File: src/rtl/dep_issue_stage_if.sv
`default_nettype none
// +----------------------------------------------------------------------+
// | sysbus_if                                                            |
// | Sysbus clock/reset bundle shared by the pipeline stages.             |
// | Rev 1.0                                                              |
// +----------------------------------------------------------------------+
interface sysbus_if;
  logic clk;
  logic reset;

  modport slave (input clk, input reset);
endinterface
`default_nettype wire

File: src/rtl/dep_issue_stage.sv
`default_nettype none
// +----------------------------------------------------------------------+
// | dep_issue_stage                                                      |
// | Two-entry decode issue buffer: builds register masks, obeys hazard   |
// | nops and releases instructions to operand fetch.                     |
// | Rev 1.0                                                              |
// +----------------------------------------------------------------------+
module dep_issue_stage #(
  parameter int NREGS     = 16,
  parameter int IDW       = $clog2(NREGS),
  parameter int PAYLOAD_W = 64,
  parameter int CNT_W     = 8
) (
  sysbus_if.slave              bus,
  input  logic                 dec_valid,
  output logic                 dec_ready,
  input  logic [PAYLOAD_W-1:0] dec_payload,
  input  logic                 dec_src0_en,
  input  logic [IDW-1:0]       dec_src0,
  input  logic                 dec_src1_en,
  input  logic [IDW-1:0]       dec_src1,
  input  logic                 dec_dst_en,
  input  logic [IDW-1:0]       dec_dst,
  input  logic [NREGS-1:0]     dec_imp_req,
  input  logic [NREGS-1:0]     dec_imp_prov,
  output logic [NREGS-1:0]     id_out_req,
  output logic [NREGS-1:0]     id_out_prov,
  input  logic                 cl_out_nop_id,
  output logic                 of_valid,
  input  logic                 of_ready,
  output logic [PAYLOAD_W-1:0] of_payload,
  input  logic                 flush,
  output logic [CNT_W-1:0]     stall_cnt
);

  localparam logic [NREGS-1:0] c_one       = NREGS'(1);
  localparam logic [1:0]       c_depth     = 2'd2;
  localparam logic [CNT_W-1:0] c_stall_max = '1;

  logic [PAYLOAD_W-1:0] r_pay  [2];
  logic [NREGS-1:0]     r_req  [2];
  logic [NREGS-1:0]     r_prov [2];
  logic [1:0]           r_count;
  logic [CNT_W-1:0]     r_stall_cnt;

  logic             w_kill;
  logic             w_head_valid;
  logic             w_accept;
  logic             w_mask_en;
  logic             w_fire;
  logic             w_wr_idx;
  logic [NREGS-1:0] w_new_req;
  logic [NREGS-1:0] w_new_prov;

  assign w_kill       = flush | bus.reset;
  assign w_head_valid = (r_count != 2'd0);

  assign dec_ready = (r_count < c_depth) & ~w_kill;
  assign w_accept  = dec_valid & dec_ready;

  assign w_new_req  = (dec_src0_en ? (c_one << dec_src0) : '0)
                    | (dec_src1_en ? (c_one << dec_src1) : '0)
                    | dec_imp_req;
  assign w_new_prov = (dec_dst_en ? (c_one << dec_dst) : '0) | dec_imp_prov;

  // The hazard unit shifts its view every cycle, so masks only appear while OF is enabled.
  assign w_mask_en   = w_head_valid & of_ready & ~w_kill;
  assign id_out_req  = w_mask_en ? r_req[0]  : '0;
  assign id_out_prov = w_mask_en ? r_prov[0] : '0;

  assign of_valid   = w_mask_en & ~cl_out_nop_id;
  assign w_fire     = of_valid;
  assign of_payload = w_head_valid ? r_pay[0] : '0;
  assign stall_cnt  = r_stall_cnt;

  // A same-cycle pop shifts the skid entry down, so the new entry lands one slot lower.
  assign w_wr_idx = r_count[0] & ~w_fire;

  always_ff @(posedge bus.clk) begin
    if (bus.reset) begin
      r_count     <= 2'd0;
      r_stall_cnt <= '0;
      r_pay[0]    <= '0;
      r_pay[1]    <= '0;
      r_req[0]    <= '0;
      r_req[1]    <= '0;
      r_prov[0]   <= '0;
      r_prov[1]   <= '0;
    end else if (flush) begin
      r_count     <= 2'd0;
      r_stall_cnt <= '0;
    end else begin
      if (w_fire) begin
        r_pay[0]  <= r_pay[1];
        r_req[0]  <= r_req[1];
        r_prov[0] <= r_prov[1];
      end
      if (w_accept) begin
        r_pay[w_wr_idx]  <= dec_payload;
        r_req[w_wr_idx]  <= w_new_req;
        r_prov[w_wr_idx] <= w_new_prov;
      end
      r_count <= r_count + 2'(w_accept) - 2'(w_fire);

      if (w_fire) begin
        r_stall_cnt <= '0;
      end else if (w_head_valid & of_ready & cl_out_nop_id & (r_stall_cnt != c_stall_max)) begin
        r_stall_cnt <= r_stall_cnt + CNT_W'(1);
      end
    end
  end

endmodule
`default_nettype wire

File: src/flat_wrapper.sv
// flat-port wrapper written by rule: the top's interface ports become plain ports
module dep_issue_stage_flat 
#(
  parameter int NREGS     = 16,
  parameter int IDW       = $clog2(NREGS),
  parameter int PAYLOAD_W = 64,
  parameter int CNT_W     = 8
)
  (dec_valid, dec_ready, dec_payload, dec_src0_en, dec_src0, dec_src1_en, dec_src1, dec_dst_en, dec_dst, dec_imp_req, dec_imp_prov, id_out_req, id_out_prov, cl_out_nop_id, of_valid, of_ready, of_payload, flush, stall_cnt, bus_clk, bus_reset);
  sysbus_if bus_i ();
  input  logic dec_valid;
  output logic dec_ready;
  input  logic [PAYLOAD_W-1:0] dec_payload;
  input  logic dec_src0_en;
  input  logic [IDW-1:0] dec_src0;
  input  logic dec_src1_en;
  input  logic [IDW-1:0] dec_src1;
  input  logic dec_dst_en;
  input  logic [IDW-1:0] dec_dst;
  input  logic [NREGS-1:0] dec_imp_req;
  input  logic [NREGS-1:0] dec_imp_prov;
  output logic [NREGS-1:0] id_out_req;
  output logic [NREGS-1:0] id_out_prov;
  input  logic cl_out_nop_id;
  output logic of_valid;
  input  logic of_ready;
  output logic [PAYLOAD_W-1:0] of_payload;
  input  logic flush;
  output logic [CNT_W-1:0] stall_cnt;
  input wire logic [$bits(bus_i.clk)-1:0] bus_clk;
  input wire logic [$bits(bus_i.reset)-1:0] bus_reset;
  assign bus_i.clk = bus_clk;
  assign bus_i.reset = bus_reset;
  dep_issue_stage #(.NREGS(NREGS), .IDW(IDW), .PAYLOAD_W(PAYLOAD_W), .CNT_W(CNT_W)) u_core (.bus(bus_i), .dec_valid(dec_valid), .dec_ready(dec_ready), .dec_payload(dec_payload), .dec_src0_en(dec_src0_en), .dec_src0(dec_src0), .dec_src1_en(dec_src1_en), .dec_src1(dec_src1), .dec_dst_en(dec_dst_en), .dec_dst(dec_dst), .dec_imp_req(dec_imp_req), .dec_imp_prov(dec_imp_prov), .id_out_req(id_out_req), .id_out_prov(id_out_prov), .cl_out_nop_id(cl_out_nop_id), .of_valid(of_valid), .of_ready(of_ready), .of_payload(of_payload), .flush(flush), .stall_cnt(stall_cnt));
endmodule
File: config.mk
export PLATFORM = sky130hd
export DESIGN_NAME = dep_issue_stage_flat
export DESIGN_NICKNAME = d
export VERILOG_FILES = /design/src/rtl/dep_issue_stage_if.sv /design/src/rtl/dep_issue_stage.sv /design/src/flat_wrapper.sv
export SDC_FILE = /design/constraint.sdc
export NUM_CORES = 1
export LEC_CHECK = 0
export ABC_AREA = 1
export CORE_MARGIN = 5
export CORE_UTILIZATION = 47
export CTS_BUF_LIST = sky130_fd_sc_hd__clkbuf_8
export DETAILED_ROUTE_END_ITERATION = 6
export GPL_TIMING_DRIVEN = 1
export PLACE_DENSITY = 0.79
export SLEW_MARGIN = 0
export SYNTH_ARGS = -nofsm -noshare
export SYNTH_HDL_FRONTEND = slang
export SYNTH_SLANG_ARGS = --single-unit
export TNS_END_PERCENT = 30
File: constraint.sdc
create_clock -name bus_clk -period 4.85 [get_ports bus_clk]
set_input_delay 0.485 -clock bus_clk [delete_from_list [all_inputs] [get_ports bus_clk]]
set_output_delay 0.485 -clock bus_clk [all_outputs]
set_load 0.02 [all_outputs]
==> impl_metrics.toml <==
[status]
outcome = "finished, final reports clean"

[clock_tree]
cts_made_buffers = 34
clock_path_buffers = 3
cts_tree = "done"
hold_buffers = 0
clk_latency_ps = 510
cts_root_buffer = "clkbuf_8"
postCtsSetupBuffers = 0
h-tree-depth = 2
cts_sinks = 202
clk_pin_slew_ps = 60
post_cts_resize_count = 0

[placement]
io_buffers = 222
pre_cts_slack_ps = 1184
place_hpwl_mm = 15.73
gp_congestion = 0.9027

[setup_path]
worstPathMaxFanout = 95
worstPathArrival_ps = 3430
crit_path_frequent_cell = "inv_1"
required_ps = 5110
cp_slowest_stage_delay_ps = 750
critPathKind = "in2reg"
path_cells = "clkdlybuf4s50_1 -> nor2_2 -> nand2_2 -> nor2_4 -> inv_1 -> ha_1 -> inv_1 -> nand2_8 -> buf_4 -> inv_1 -> nand2_1 -> nand2_1"
cp-start-kind = "input pin"
cp_slowest_cell = "buf_4"
cp-end-kind = "register"

[sta]
timing.setup.tns_ps = 0
setup_ws_ps = 1677
rsz0062_at_grt = "no"
min_period_ps = 3173
slew_violations = 0
clock_skew_ps = 24.57
timing.fmax_mhz = 315.1
finalSetupViolations = 0
max_slew.worst_pin.slew_ps = 1064
period_share_pct = 65.43
relSlewSlack_pct = 29.10
final-hold-violation-count = 0

[job]
maxCapViolations = 0

[floorplan]
core_area_um2 = 20170
die_h_um = 152.7
start_util_pct = 47.44
die-width_um = 152.7
die_area_um2 = 23310
io_pins = 223
num_rows = 52

[final_layout]
fillCellCount = 1660
area_growth_pct = 31.54
drive_gt1_share_pct = 5.393
n_antenna_cell = 0
fin_nets = 1358

[route]
avgViaCountPerCell = 4.833
drt-initial-drc-count = 375
wl_met2_mm = 11.54
first_pass_iters = 7
routed.top_layer = "met5"
wl_mm = 23.01
route.met3.wl_mm = 1.460
ant_nets = 0
vias = 7399
drc_errors = 0
wl_per_cell_um = 15.03
wirelength_met1_mm = 9.136

[power_and_ir_drop]
switchingPower_mw = 0.8429
pwr-share-clk_pct = 37.8
power_frac_comb_pct = 8.1
cell_internal_pwr_mw = 2.868
p_leak_nw = 5.260
powerDensity_nw_per_um2 = 294.8
p_seq_share_pct = 54.1
swShare_pct = 22.71
vdd_ir_drop_max_v = 0.0001275

[grt]
track_usage_pct = 19.05
grt_pass1_wl_mm = 36.30
grt_pass1_vias = 7289
grt_max_degree = 98
overflow = 0
antenna_found_initial = 2

[yosys]
netlist_instances = 1022
netlist_area_um2 = 9568
synth_top_cell_area_share_pct = 60.26
seq_area_frac_synth_pct = 62.35
postSynthNetCount = 1142
yosysTopAreaCell = "edfxtp_1"
syn_avg_cell_area_um2 = 9.362
synth_seq_cells = 202
synth_warnings = 0
synthDistinctLibCells = 27
yosys-top-cells-area = "edfxtp_1 60%, nor2_1 8.4%, inv_1 8.3%, nand3_1 6.0%, o21ai_1 3.3%"

[worst_hold_path]
hold_path.class = "reg2reg"
==> path summary, 6_finish.rpt <==
check | from | end | slack, ps | depth (start not counted)
max reg2reg | u_core.r_count[1] | u_core.r_req[0][2] | 1680 | 12
max | bus_reset | u_core.r_req[0][2] | 1680 | 12
min | u_core.stall_cnt[3] | u_core.stall_cnt[3] | 510 | 2
min reg2reg | u_core.stall_cnt[3] | u_core.stall_cnt[3] | 510 | 2
==> placed cells by master, fill, tap and decap left out <==
cell type	instances
clkbuf_8	40
nand2_4	1
nand2_1	72
o21ai_1	63
inv_2	4
nor2_1	212
ha_1	3
dfxtp_1	10
nor3_2	1
nand3_1	113
clkdlybuf4s50_1	222
buf_4	7
nor2_4	3
o21ai_0	29
nand3b_1	1
nand4_1	2
a21o_1	2
o211ai_1	2
clkinvlp_4	1
nor2_2	2
nand3_4	1
xor2_1	3
clkinv_2	3
o22ai_1	2
a21oi_1	24
buf_12	2
nor3_1	15
nand2_2	2
inv_1	223
clkinv_1	3
nand2_8	1
edfxtp_1	192
==> flip-flops by register name, summed over array words and instances (netlist names) <==
name              count
u_core.r_req         32
u_core.stall_cnt      8
u_core.r_count        2
u_core.r_prov        32
u_core.r_pay        128
==> cell usage after synthesis <==
library cell and number:
a21oi_1 24, inv_1 211, nand3_1 114, o22ai_1 2, a21o_1 2, nand3b_1 1, inv_2 4, o21ai_1 63
xor2_1 3, nor3_2 1, dfxtp_1 10, buf_1 7, o21ai_0 29, o211ai_1 2, edfxtp_1 192, nor2_1 213
nor2_2 2, nand2_1 73, nand4_1 2, buf_4 1, clkbuf_1 15, buf_6 12, nor2_4 2, buf_2 16
nand2_2 3, nor3_1 15, ha_1 3
==> power groups by stage <==
stage                     Sequential (mW)  Combinational [mW]  Clock, mW
after detailed placement             2.04               0.301          0
after global routing                 2.01               0.330       1.51
after CTS                            2.01               0.303       1.44
after global placement               2.04               0.297          0
after floorplan                      2.04               0.145          0
final                                2.01               0.300       1.40
==> metrics by stage <==
stage	hold WS, ps	cells	total power, mW	utilization [%]	area [µm²]
2_1_floorplan	514.5	1022	2.189	-	9573
3_3_place_gp	491.4	1472	2.338	59.28	11960
3_5_place_dp	507.1	1472	2.345	59.28	11960
4_1_cts	514.6	1531	3.750	62.40	12590
5_1_grt	527.5	1531	3.855	62.40	12590
6_report	512.9	1531	3.711	62.40	12590
==> cell type report <==
| class | instances | area [µm²] | share of cell area (%) |
|---|---|---|---|
| inverter | 215 | 807.0 | 6.412 |
| clock buffer | 40 | 550.5 | 4.374 |
| tap | 270 | 337.8 | 2.684 |
| clock inverter | 19 | 78.83 | 0.6263 |
| sequential | 202 | 5966 | 47.40 |
| timing repair buffer | 231 | 2315 | 18.39 |
| multi-input combinational | 554 | 2531 | 20.11 |
==> cells by family after synthesis <==
logic type | count (synthesis) | synth area share [%]
adders and majority gates | 3 | 0.3924
DFF | 202 | 62.35
xor gates and xnor gates | 3 | 0.2747
buffers and inverters | 266 | 11.63
and+or+nand+nor | 426 | 18.84
AOI/OAI and AO/OA | 122 | 6.512
==> worst max-delay path, delay by kind of cell <==
kind / cells / cell delay, ps
fa+ha+maj: 1 / 160
simple gates: 6 / 870
buf+inv: 5 / 1870
==> metal layers <==
| layer | vias up | GRT usage [%] |
|---|---|---|
| met1 | 3374 | 22.77 |
| met3 | 59 | 4.005 |
| met4 | 4 | 7.637 |
| li1 | 3723 | - |
| met5 | - | 0 |
| met2 | 239 | 33.64 |
Power figures use the tool's default switching activity.
